[src/rtl/ysyx_rd_arb_if.sv]
// Shared read-channel bundle: IFU/LSU requester side plus the AXI4 master AR/R channel.
interface ysyx_rd_arb_if #(
   parameter int unsigned DATA_W = 32
);
   logic [DATA_W-1:0] ifu_araddr;
   logic              ifu_arvalid;
   logic [7:0]        ifu_arlen;
   logic [DATA_W-1:0] ifu_rdata_o;
   logic              ifu_rvalid_o;
   logic              ifu_rlast_o;

   logic [DATA_W-1:0] lsu_araddr;
   logic              lsu_arvalid;
   logic [2:0]        lsu_arsize;
   logic [DATA_W-1:0] lsu_rdata_o;
   logic              lsu_rvalid_o;

   logic              rerr_o;

   logic [DATA_W-1:0] m_araddr;
   logic              m_arvalid;
   logic              m_arready;
   logic [7:0]        m_arlen;
   logic [2:0]        m_arsize;
   logic [1:0]        m_arburst;
   logic [3:0]        m_arid;
   logic [63:0]       m_rdata;
   logic              m_rvalid;
   logic              m_rready;
   logic              m_rlast;
   logic [1:0]        m_rresp;
   logic [3:0]        m_rid;

   // Arbiter view: drives the AXI master request and the requester responses.
   modport master (
      input  ifu_araddr, ifu_arvalid, ifu_arlen,
      input  lsu_araddr, lsu_arvalid, lsu_arsize,
      input  m_arready, m_rdata, m_rvalid, m_rlast, m_rresp, m_rid,
      output ifu_rdata_o, ifu_rvalid_o, ifu_rlast_o,
      output lsu_rdata_o, lsu_rvalid_o, rerr_o,
      output m_araddr, m_arvalid, m_arlen, m_arsize, m_arburst, m_arid, m_rready
   );

   // Environment view: requesters and the AXI slave.
   modport slave (
      output ifu_araddr, ifu_arvalid, ifu_arlen,
      output lsu_araddr, lsu_arvalid, lsu_arsize,
      output m_arready, m_rdata, m_rvalid, m_rlast, m_rresp, m_rid,
      input  ifu_rdata_o, ifu_rvalid_o, ifu_rlast_o,
      input  lsu_rdata_o, lsu_rvalid_o, rerr_o,
      input  m_araddr, m_arvalid, m_arlen, m_arsize, m_arburst, m_arid, m_rready
   );
endinterface

[src/rtl/ysyx_rd_arb.sv]
// IFU/LSU read-channel arbiter: LSU priority with IFU anti-starvation, one outstanding read.
// Optional YSYX_RD_ARB_PERF_EN adds grant and wait-cycle performance counters.
module ysyx_rd_arb #(
   parameter int unsigned DATA_W     = 32,
   parameter int unsigned STARVE_MAX = 8,
   parameter logic [3:0]  IFU_ID     = 4'd0,
   parameter logic [3:0]  LSU_ID     = 4'd1
) (
   input logic           clk,
   input logic           rst,
   ysyx_rd_arb_if.master bus
`ifdef YSYX_RD_ARB_PERF_EN
   ,
   output logic [31:0]   perf_ifu_grants_o,
   output logic [31:0]   perf_lsu_grants_o,
   output logic [31:0]   perf_wait_cycles_o
`endif
);

   localparam int unsigned CNT_W = $clog2(STARVE_MAX + 1);

   typedef enum logic [1:0] {IDLE, AR, R} state_e;

   state_e            state_q, state_d;
   logic [DATA_W-1:0] addr_q, addr_d;
   logic [7:0]        len_q, len_d;
   logic [2:0]        size_q, size_d;
   logic [1:0]        burst_q, burst_d;
   logic [3:0]        id_q, id_d;
   logic              sel_ifu_q, sel_ifu_d;
   logic              lane_q, lane_d;
   logic [CNT_W-1:0]  starve_q, starve_d;

   logic              starved;
   logic              lsu_win;
   logic              ifu_grant;
   logic              lsu_grant;
   logic              beat;
   logic [DATA_W-1:0] beat_data;

   assign starved   = (starve_q == CNT_W'(STARVE_MAX));
   assign lsu_win   = bus.lsu_arvalid && !(bus.ifu_arvalid && starved);
   assign beat      = (state_q == R) && bus.m_rvalid;
   assign beat_data = lane_q ? DATA_W'(bus.m_rdata[63:32]) : DATA_W'(bus.m_rdata[31:0]);

   // Next-state: arbitration in IDLE, address handshake in AR, beat tracking in R.
   always_comb begin
      state_d   = state_q;
      addr_d    = addr_q;
      len_d     = len_q;
      size_d    = size_q;
      burst_d   = burst_q;
      id_d      = id_q;
      sel_ifu_d = sel_ifu_q;
      lane_d    = lane_q;
      starve_d  = starve_q;
      ifu_grant = 1'b0;
      lsu_grant = 1'b0;
      case (state_q)
         IDLE: begin
            if (lsu_win) begin
               lsu_grant = 1'b1;
               state_d   = AR;
               addr_d    = bus.lsu_araddr;
               len_d     = 8'd0;
               size_d    = bus.lsu_arsize;
               burst_d   = 2'b01;
               id_d      = LSU_ID;
               sel_ifu_d = 1'b0;
               lane_d    = bus.lsu_araddr[2];
               if (bus.ifu_arvalid && !starved) starve_d = starve_q + CNT_W'(1);
            end else if (bus.ifu_arvalid) begin
               ifu_grant = 1'b1;
               state_d   = AR;
               addr_d    = bus.ifu_araddr;
               len_d     = bus.ifu_arlen;
               size_d    = 3'b010;
               burst_d   = 2'b01;
               id_d      = IFU_ID;
               sel_ifu_d = 1'b1;
               lane_d    = bus.ifu_araddr[2];
               starve_d  = '0;
            end
         end
         AR: begin
            if (bus.m_arready) state_d = R;
         end
         R: begin
            if (bus.m_rvalid) begin
               // A +4 step on the fetch address just flips the 32-bit lane.
               if (sel_ifu_q) lane_d = ~lane_q;
               if (bus.m_rlast) state_d = IDLE;
            end
         end
         default: state_d = IDLE;
      endcase
   end

   always_ff @(posedge clk or negedge rst) begin
      if (!rst) begin
         state_q   <= IDLE;
         addr_q    <= '0;
         len_q     <= '0;
         size_q    <= '0;
         burst_q   <= '0;
         id_q      <= '0;
         sel_ifu_q <= 1'b0;
         lane_q    <= 1'b0;
         starve_q  <= '0;
      end else begin
         state_q   <= state_d;
         addr_q    <= addr_d;
         len_q     <= len_d;
         size_q    <= size_d;
         burst_q   <= burst_d;
         id_q      <= id_d;
         sel_ifu_q <= sel_ifu_d;
         lane_q    <= lane_d;
         starve_q  <= starve_d;
      end
   end

   assign bus.m_araddr  = addr_q;
   assign bus.m_arlen   = len_q;
   assign bus.m_arsize  = size_q;
   assign bus.m_arburst = burst_q;
   assign bus.m_arid    = id_q;
   assign bus.m_arvalid = (state_q == AR);
   assign bus.m_rready  = (state_q == R);

   // Beats go only to the granted requester; data is zeroed when no beat is present.
   assign bus.ifu_rvalid_o = beat && sel_ifu_q;
   assign bus.ifu_rdata_o  = bus.ifu_rvalid_o ? beat_data : '0;
   assign bus.ifu_rlast_o  = bus.ifu_rvalid_o && bus.m_rlast;
   assign bus.lsu_rvalid_o = beat && !sel_ifu_q;
   assign bus.lsu_rdata_o  = bus.lsu_rvalid_o ? beat_data : '0;
   assign bus.rerr_o       = beat && ((bus.m_rresp != 2'b00) || (bus.m_rid != id_q));

`ifdef YSYX_RD_ARB_PERF_EN
   logic [31:0] perf_ifu_q, perf_lsu_q, perf_wait_q;

   always_ff @(posedge clk or negedge rst) begin
      if (!rst) begin
         perf_ifu_q  <= '0;
         perf_lsu_q  <= '0;
         perf_wait_q <= '0;
      end else begin
         if (ifu_grant) perf_ifu_q <= perf_ifu_q + 32'd1;
         if (lsu_grant) perf_lsu_q <= perf_lsu_q + 32'd1;
         if ((bus.ifu_arvalid || bus.lsu_arvalid) && (state_q != IDLE))
            perf_wait_q <= perf_wait_q + 32'd1;
      end
   end

   assign perf_ifu_grants_o  = perf_ifu_q;
   assign perf_lsu_grants_o  = perf_lsu_q;
   assign perf_wait_cycles_o = perf_wait_q;
`endif

endmodule

[src/flat_wrapper.sv]
// flat-port wrapper written by rule: the top's interface ports become plain ports
module ysyx_rd_arb_flat 
#(
   parameter int unsigned DATA_W     = 32,
   parameter int unsigned STARVE_MAX = 8,
   parameter logic [3:0]  IFU_ID     = 4'd0,
   parameter logic [3:0]  LSU_ID     = 4'd1
)
  (clk, rst, bus_ifu_araddr, bus_ifu_arvalid, bus_ifu_arlen, bus_lsu_araddr, bus_lsu_arvalid, bus_lsu_arsize, bus_m_arready, bus_m_rdata, bus_m_rvalid, bus_m_rlast, bus_m_rresp, bus_m_rid, bus_ifu_rdata_o, bus_ifu_rvalid_o, bus_ifu_rlast_o, bus_lsu_rdata_o, bus_lsu_rvalid_o, bus_rerr_o, bus_m_araddr, bus_m_arvalid, bus_m_arlen, bus_m_arsize, bus_m_arburst, bus_m_arid, bus_m_rready);
  ysyx_rd_arb_if #(.DATA_W(DATA_W)) bus_i ();
  input logic clk;
  input logic rst;
  input wire logic [$bits(bus_i.ifu_araddr)-1:0] bus_ifu_araddr;
  input wire logic [$bits(bus_i.ifu_arvalid)-1:0] bus_ifu_arvalid;
  input wire logic [$bits(bus_i.ifu_arlen)-1:0] bus_ifu_arlen;
  input wire logic [$bits(bus_i.lsu_araddr)-1:0] bus_lsu_araddr;
  input wire logic [$bits(bus_i.lsu_arvalid)-1:0] bus_lsu_arvalid;
  input wire logic [$bits(bus_i.lsu_arsize)-1:0] bus_lsu_arsize;
  input wire logic [$bits(bus_i.m_arready)-1:0] bus_m_arready;
  input wire logic [$bits(bus_i.m_rdata)-1:0] bus_m_rdata;
  input wire logic [$bits(bus_i.m_rvalid)-1:0] bus_m_rvalid;
  input wire logic [$bits(bus_i.m_rlast)-1:0] bus_m_rlast;
  input wire logic [$bits(bus_i.m_rresp)-1:0] bus_m_rresp;
  input wire logic [$bits(bus_i.m_rid)-1:0] bus_m_rid;
  output wire logic [$bits(bus_i.ifu_rdata_o)-1:0] bus_ifu_rdata_o;
  output wire logic [$bits(bus_i.ifu_rvalid_o)-1:0] bus_ifu_rvalid_o;
  output wire logic [$bits(bus_i.ifu_rlast_o)-1:0] bus_ifu_rlast_o;
  output wire logic [$bits(bus_i.lsu_rdata_o)-1:0] bus_lsu_rdata_o;
  output wire logic [$bits(bus_i.lsu_rvalid_o)-1:0] bus_lsu_rvalid_o;
  output wire logic [$bits(bus_i.rerr_o)-1:0] bus_rerr_o;
  output wire logic [$bits(bus_i.m_araddr)-1:0] bus_m_araddr;
  output wire logic [$bits(bus_i.m_arvalid)-1:0] bus_m_arvalid;
  output wire logic [$bits(bus_i.m_arlen)-1:0] bus_m_arlen;
  output wire logic [$bits(bus_i.m_arsize)-1:0] bus_m_arsize;
  output wire logic [$bits(bus_i.m_arburst)-1:0] bus_m_arburst;
  output wire logic [$bits(bus_i.m_arid)-1:0] bus_m_arid;
  output wire logic [$bits(bus_i.m_rready)-1:0] bus_m_rready;
  assign bus_i.ifu_araddr = bus_ifu_araddr;
  assign bus_i.ifu_arvalid = bus_ifu_arvalid;
  assign bus_i.ifu_arlen = bus_ifu_arlen;
  assign bus_i.lsu_araddr = bus_lsu_araddr;
  assign bus_i.lsu_arvalid = bus_lsu_arvalid;
  assign bus_i.lsu_arsize = bus_lsu_arsize;
  assign bus_i.m_arready = bus_m_arready;
  assign bus_i.m_rdata = bus_m_rdata;
  assign bus_i.m_rvalid = bus_m_rvalid;
  assign bus_i.m_rlast = bus_m_rlast;
  assign bus_i.m_rresp = bus_m_rresp;
  assign bus_i.m_rid = bus_m_rid;
  assign bus_ifu_rdata_o = bus_i.ifu_rdata_o;
  assign bus_ifu_rvalid_o = bus_i.ifu_rvalid_o;
  assign bus_ifu_rlast_o = bus_i.ifu_rlast_o;
  assign bus_lsu_rdata_o = bus_i.lsu_rdata_o;
  assign bus_lsu_rvalid_o = bus_i.lsu_rvalid_o;
  assign bus_rerr_o = bus_i.rerr_o;
  assign bus_m_araddr = bus_i.m_araddr;
  assign bus_m_arvalid = bus_i.m_arvalid;
  assign bus_m_arlen = bus_i.m_arlen;
  assign bus_m_arsize = bus_i.m_arsize;
  assign bus_m_arburst = bus_i.m_arburst;
  assign bus_m_arid = bus_i.m_arid;
  assign bus_m_rready = bus_i.m_rready;
  ysyx_rd_arb #(.DATA_W(DATA_W), .STARVE_MAX(STARVE_MAX), .IFU_ID(IFU_ID), .LSU_ID(LSU_ID)) u_core (.clk(clk), .rst(rst), .bus(bus_i));
endmodule
[config.mk]
export PLATFORM = sky130hd
export DESIGN_NAME = ysyx_rd_arb_flat
export DESIGN_NICKNAME = d
export VERILOG_FILES = /design/src/rtl/ysyx_rd_arb_if.sv /design/src/rtl/ysyx_rd_arb.sv /design/src/flat_wrapper.sv
export SDC_FILE = /design/constraint.sdc
export NUM_CORES = 1
export LEC_CHECK = 0
export BUFFER_PORTS_ARGS = -buffer_cell sky130_fd_sc_hd__buf_4
export CAP_MARGIN = 5
export CELL_PAD_IN_SITES_DETAIL_PLACEMENT = 1
export CELL_PAD_IN_SITES_GLOBAL_PLACEMENT = 2
export CORE_MARGIN = 2
export CORE_UTILIZATION = 19
export DETAILED_ROUTE_END_ITERATION = 6
export HOLD_SLACK_MARGIN = 0.08
export PLACE_DENSITY = 0.84
export SETUP_SLACK_MARGIN = 0.05
export SLEW_MARGIN = 0
export SYNTH_ARGS = -nofsm -noshare
export SYNTH_HDL_FRONTEND = slang
export SYNTH_SLANG_ARGS = --single-unit
export TNS_END_PERCENT = 1
[constraint.sdc]
create_clock -name clk -period 1.8 [get_ports clk]
set_input_delay 0.18 -clock clk [delete_from_list [all_inputs] [get_ports clk]]
set_output_delay 0.18 -clock clk [all_outputs]
set_load 0.005 [all_outputs]
# Word-level counts from Yosys, hierarchy flattened
# Cells that the tools add are included.
# totals
reg_bits,57
out_inout_bits,119
word_cells,67
input_bits,152
# op_classes
bitwise_logic,1
add_sub_neg,1
n_eq_ne,10
n_mux,26
n_reduce_logical,20
# op_table
operator,count
2-to-1 mux 32 bit,5
2-to-1 mux 4 bit,4
2-to-1 mux 8 bit,2
2-to-1 mux 2 bit,5
logical AND 1 bit,8
"!= test 2 bit, second input constant",4
AND reduction 4 bit,2
2-to-1 mux 1 bit,6
2-to-1 mux 3 bit,2
one-hot mux 2 bit (3 select lines),1
nonzero test 2 bit,3
"adder 4 x 1 -> 4 bit, second input constant",1
"== test 4 bit, second input constant",1
!= test 4 bit,1
zero test 1 bit,3
"!= test 3 x 2 -> 1 bit, second input constant",1
AND reduction 3 bit,1
"== test 2 x 1 -> 1 bit, second input constant",1
"== test 2 bit, second input constant",1
zero test 2 bit,1
"!= test 2 x 1 -> 1 bit, second input constant",1
one-hot mux 1 bit (2 select lines),1
AND reduction 2 bit,1
logical OR 1 bit,1
NOT 1 bit,1

# Depth between registers and ports, before layout
# depth
ltp_word,6
ltp_mapped,7
mapped_depth_nobuf,5

# Worst setup path before layout
# Ideal clock, no wire load.
# synth_path
path_kind,reg-to-reg
from,reg u_core.starve_q[0]
to,"reg u_core.addr_q[25], in the netlist u_core.bus.m_araddr[25]"
path_buffers,2
slack_ps,134
required_ps,1674
arrival_time_ps,1540
period_less_slack_ps,1666
setup_ps,126
path_stages_with_launch,8
cell_sequence,dfrtp_1 > inv_1 > ha_1 > nand4b_4 > and3_1 > buf_6 > buf_6 > a221o_1
# synth_via
elab_chain_cells,6
elab_cells_between_ends,7
cone_classes,eq/ne (1); mux (1); reduce/logical (5)
# synth_lines
element,line,source
start: declaration,ysyx_rd_arb.sv:32,"logic [CNT_W-1:0] starve_q, starve_d;"
start signal: assignment,ysyx_rd_arb.sv:119,starve_q <= starve_d;
== test 4 bit *,ysyx_rd_arb.sv:41,assign starved = (starve_q == CNT_W'(STARVE_MAX));
logical AND 1 bit *,ysyx_rd_arb.sv:42,assign lsu_win = bus.lsu_arvalid && !(bus.ifu_arvalid && starved);
zero test 1 bit *,ysyx_rd_arb.sv:42,
logical AND 1 bit *,ysyx_rd_arb.sv:42,
nonzero test 2 bit (no source line),-,
AND reduction 2 bit (no source line),-,
end signal: assignment,ysyx_rd_arb.sv:112,addr_q <= addr_d;
end: declaration,ysyx_rd_arb.sv:25,"logic [DATA_W-1:0] addr_q, addr_d;"
# Every way passes the cells marked *; elsewhere a longest branch is shown, timed or not.
# A chain may end at the register's enable or synchronous reset.

# Final worst setup path
# layout_path
from,reg u_core.lane_q
to,out bus_ifu_rdata_o[13]
# layout_via
elab_chain_cells,2
# layout_lines
element,line,source
start: declaration,ysyx_rd_arb.sv:31,"logic lane_q, lane_d;"
start signal: assignment,ysyx_rd_arb.sv:118,lane_q <= lane_d;
2-to-1 mux 32 bit,ysyx_rd_arb.sv:44,assign beat_data = lane_q ? DATA_W'(bus.m_rdata[63:32]) : DATA_W'(bus.m_rdata[31:0]);
2-to-1 mux 32 bit,ysyx_rd_arb.sv:133,assign bus.ifu_rdata_o = bus.ifu_rvalid_o ? beat_data : '0;
end: declaration,flat_wrapper.sv:25,output wire logic [$bits(bus_i.ifu_rdata_o)-1:0] bus_ifu_rdata_o;
# Every way passes these cells.

==> results.md <==
Logic synthesis:
- The library cell occupying the most area in the post-synthesis netlist is sky130_fd_sc_hd__dfrtp_1.
- The synthesized netlist devotes 15.0% of its cell area to simple gates.
- The number of warnings printed during yosys synthesis is 0.
- Summing the areas of all compound-gate instances in the mapped netlist gives 24.4% of the synthesized area.
- The post-synthesis cell count is 322.
- The synthesized area divided by synthesized cell count is 9.69 um2.
- The flop and latch count out of synthesis is 53.
- Yosys attributes the largest share of cell area to sky130_fd_sc_hd__dfrtp_1 43%, sky130_fd_sc_hd__mux2i_1 10%, sky130_fd_sc_hd__a221o_1 9.9%, sky130_fd_sc_hd__nor2_1 7.9%, sky130_fd_sc_hd__a21boi_0 7.7%.
- Of the total synthesized cell area, the portion taken by full adders, half adders and majority gates is 0.802%.
- The main combinational cell family by area after synthesis is compound AO/OA/AOI/OAI gates.
- The share of the synthesized area in the top cell type is 42.5%.
- The dominant register cell in the synthesized netlist is sky130_fd_sc_hd__dfrtp_1.
- The parity-gate share of the synthesized area counting xor and xnor cells is 0.281%.
- The multiplexer area fraction after synthesis is 10.3%.
- The netlist uses 40 different library cells.
- In this run, synthesis inferred 0 flip-flops with an integrated enable.
- Sequential cells were found to cover 42.5% of the synthesized design area.
- The share of synthesized flip-flops with an asynchronous set or reset is 100%.
- The mapped netlist covers 3120 um2.

Drt:
- The number of violations reported at the end of detailed-routing iteration 0 is 72.
- Detailed routing inserted a total of 3635 vias.
- The length of the first detailed-routing pass in iterations is 4.
- The post-detailed-routing wire length is 14.6 mm.
- The number of nets still failing antenna checks after routing is 0.
- The per-cell via count in the routed design is 4.49.
- The routed wirelength normalized by instance count is 18.0 um.
- After detailed routing, the number of remaining DRC violations is 0.

STA:
- The worst max-slew margin expressed relative to the limit is 54.3%.
- Setup repair after global routing could not meet its margin everywhere.
- The total count of hold-check failures in the final report came to 0.
- Dividing the final minimum period by the clock period gives 99.6%.
- The maximum operating frequency is 0.558 GHz.
- The final number of max-transition violations came to 0.
- Setup violations remaining at the end of the flow were counted as 0.
- On the final layout, the worst clock skew is 0.00480 ns.
- The routed design could run at a clock period as short as 1.79 ns.
- For the pin with the worst max-slew slack, the measured transition is 0.686 ns.

Global routing:
- Global routing finished with a remaining overflow of 0.
- The number of global-route vias before repair was 3874.
- The pin count of the biggest net entering global routing is 54.
- The number of antenna violations at the first check in global routing came to 3.
- The overall routing resource usage is 15.5%.
- The first global-routing pass estimated 21.5 mm of wire.

Worst setup path:
- The largest individual stage delay along the critical path comes from the cell sky130_fd_sc_hd__dfrtp_2.
- The maximum fanout along the worst path is 32.
- The critical path buffer and inverter count is 2.
- In this run the number of cells on the critical path is 4.
- By startpoint and endpoint, the worst setup path is classified as flip-flop to primary output.
- The worst setup path is captured at a primary output.
- The reg-to-reg critical path startpoint is u_core.starve_q[1]$_DFFE_PN0P_.
- Data arrives at the worst endpoint at 1.61 ns.
- The critical path goes through buf_12 > mux2i_1 > nor2_1 > buf_4.
- The register-to-register setup slack is 0.11 ns.
- The kind of start point of the critical path is a flip-flop.
- Broken down by cell family, the worst path's largest delay share belongs to buffers and inverters.
- STA puts the critical path data required time at 1.62 ns.
- The largest stage delay on the critical path is 0.40 ns.
- The timing startpoint of the critical path is u_core.lane_q$_DFFE_PN0P_.
- The count of cells along the worst register-to-register path is 6.

Worst hold path:
- The startpoint of the tightest hold check path is bus_m_arready.
- The worst hold path passes through 2 cells.
- The path category of the worst min-delay check is input pin to flip-flop.

Layout:
- Of the cells placed in the final design, the portion with a size suffix greater than 1 is 57.4%.
- The library cell used most frequently in the layout, excluding fill and tap cells, is sky130_fd_sc_hd__buf_4.
- The synthesis-to-layout area growth is 86.6%.
- In the layout the commonest cells are 279 x sky130_fd_sc_hd__buf_4, 51 x sky130_fd_sc_hd__dfrtp_1, 45 x sky130_fd_sc_hd__nor2_1.
- After the last flow step, the layout net total stands at 744.
- Leaving out filler cells and counting taps, the final layout contains 810.

Die:
- The initial utilization of the core area, before any placement, comes to 19.6%.
- The placeable core area is 15900 um2.
- The floorplan has 46 rows.
- The height of the chip is 132 um.
- The floorplan step defined a die boundary enclosing 17500 um2.
- The die is 132 um wide.
- In this run the count of I/O pins placed on the die edge is 271.

Power:
- For this design the static power due to leakage is 0.00289 uW.
- VDD sags by at most 0.497 mV.
- Of the total power, the share spent switching nets is 36.2%.
- The internal power is 4710 uW.
- The design draws 7380 uW.
- Of the total power, the clock network draws 15.1%.
- Summed over all nets, the switching power comes to 2670 uW.
- The power density over the cells is 1270 nW/um2.
- The power share of the combinational group is 56.1%.
- The sequential power share is 28.8%.

Clock network:
- For the worst-skew pair, the clock arrives at the later sink with an insertion delay of 0.29 ns.
- After clock tree synthesis, the clock-pin slew on the worst setup and hold paths is 0.07 ns.
- Counting the buffers created by CTS gives 5.
- The total number of clock tree sinks is 53.
- The tree is rooted in a sky130_fd_sc_hd__clkbuf_16.
- The longest clock path from root to sink contains 2 buffers.
- The number of H-tree branching levels is 2.
- TritonCTS built the clock tree.

Placement:
- The final RePlAce weighted congestion is 0.858.
- The number of buffers inserted by port buffering is 266.
- The sum of net half-perimeters after detailed placement is 11.5 mm.
- The count of placed standard cells including taps is 790.

Job:
- Across the run, the number of max-cap violations was 0.

Outcome:
- The flow ran to the end, and the final reports show no timing, DRC or antenna violations.
## per-stage QoR
stage / hold WS (ns) / worst slack, ns / util [%] / setup TNS (ns) / cell area, um2
5_1_grt: 0.0858 / -0.0319 / 36.5 / -0.188 / 5820
2_1_floorplan: -0.116 / 0.134 / - / 0 / 3130
4_1_cts: 0.0847 / 0.0227 / 35.1 / 0 / 5600
3_3_place_gp: 0.256 / 0.109 / 33.8 / 0 / 5390
6_report: 0.0895 / 0.00733 / 36.5 / 0 / 5820
3_5_place_dp: 0.280 / 0.0276 / 33.8 / 0 / 5390
## flip-flops by register name, summed over array words and instances, names as in the netlist
name / flops
u_core.bus.m_araddr: 32
u_core.bus.m_arlen: 8
u_core.starve_q: 4
u_core.bus.m_arsize: 3
u_core.state_q: 2
u_core.bus.m_arburst: 1
u_core.bus.m_arid: 1
u_core.lane_q: 1
u_core.sel_ifu_q: 1
## worst paths after layout
kind | endpoint
hold / removal | u_core.state_q[0]$_DFFE_PN0P_
min in group asynchronous | u_core.bus.m_araddr[7]$_DFFE_PN0P_
setup / recovery | bus_ifu_rdata_o[13]
hold reg to reg | u_core.bus.m_arburst[0]$_DFFE_PN0P_
max in group asynchronous | u_core.state_q[0]$_DFFE_PN0P_
setup reg to reg | u_core.bus.m_araddr[29]$_DFFE_PN0P_
## cells in the mapped netlist (2+ instances only)
library cell / count
sky130_fd_sc_hd__nand2_1: 3
sky130_fd_sc_hd__clkbuf_1: 18
sky130_fd_sc_hd__or2_1: 2
sky130_fd_sc_hd__o211ai_1: 2
sky130_fd_sc_hd__dfrtp_1: 53
sky130_fd_sc_hd__inv_1: 5
sky130_fd_sc_hd__ha_1: 2
sky130_fd_sc_hd__nor2_1: 66
sky130_fd_sc_hd__buf_4: 4
sky130_fd_sc_hd__a21boi_0: 32
sky130_fd_sc_hd__nand3_1: 12
sky130_fd_sc_hd__mux2i_1: 32
sky130_fd_sc_hd__buf_2: 8
sky130_fd_sc_hd__a22o_1: 3
sky130_fd_sc_hd__nor2b_1: 2
sky130_fd_sc_hd__o2bb2ai_1: 8
sky130_fd_sc_hd__o21ai_1: 2
sky130_fd_sc_hd__a21oi_1: 2
sky130_fd_sc_hd__o21ai_0: 4
sky130_fd_sc_hd__nand2b_1: 5
sky130_fd_sc_hd__and2_1: 2
sky130_fd_sc_hd__a21o_1: 2
sky130_fd_sc_hd__buf_6: 4
sky130_fd_sc_hd__inv_2: 2
sky130_fd_sc_hd__a221o_1: 31
sky130_fd_sc_hd__nand4_1: 2
## final cells by class
class	instances	area, um2
antenna	3	7.51
clock buffer	7	143
clock inverter	1	30.0
fill	1904	10100
inverter	7	26.3
multi-input combinational	231	1730
sequential	53	1330
tap	216	270
timing repair buffer	292	2290
## power groups by stage
stage | Sequential [uW] | Combinational, uW | Clock, uW
5_1_grt | 2210 | 4480 | 1200
4_1_cts | 2130 | 3960 | 1140
3_3_place_gp | 2100 | 3810 | 0
3_5_place_dp | 2120 | 3940 | 0
2_1_floorplan | 2070 | 1970 | 0
6_report | 2130 | 4140 | 1120
## repair_timing
action | CTS | global route
gates cloned | 0 | 3
setup buffers | 1 | 4
pin swaps | 0 | 3
hold buffers | 1 | 0
hold endpoints to repair | 53 | 0
endpoints found under the setup margin | 83 | 97
resized for setup | 5 | 47
## metal layers
| layer | share of wire, % | up-vias | GRT usage, % |
|---|---|---|---|
| met2 | 52 | 173 | 27.6 |
| li1 | - | 1698 | - |
| met1 | 38 | 1751 | 17.5 |
| met3 | 8.1 | 13 | 4.42 |
| met5 | 0 | - | 0 |
| met4 | 1.8 | 0 | 5.86 |
## kinds of logic after synthesis
kind of cell,after synthesis
compound gates,91
fa+ha+maj,2
xor+xnor,1
flops,53
buf+inv,41
other cells,1
mux,32
simple gates,101
Power figures use the tool's default switching activity.
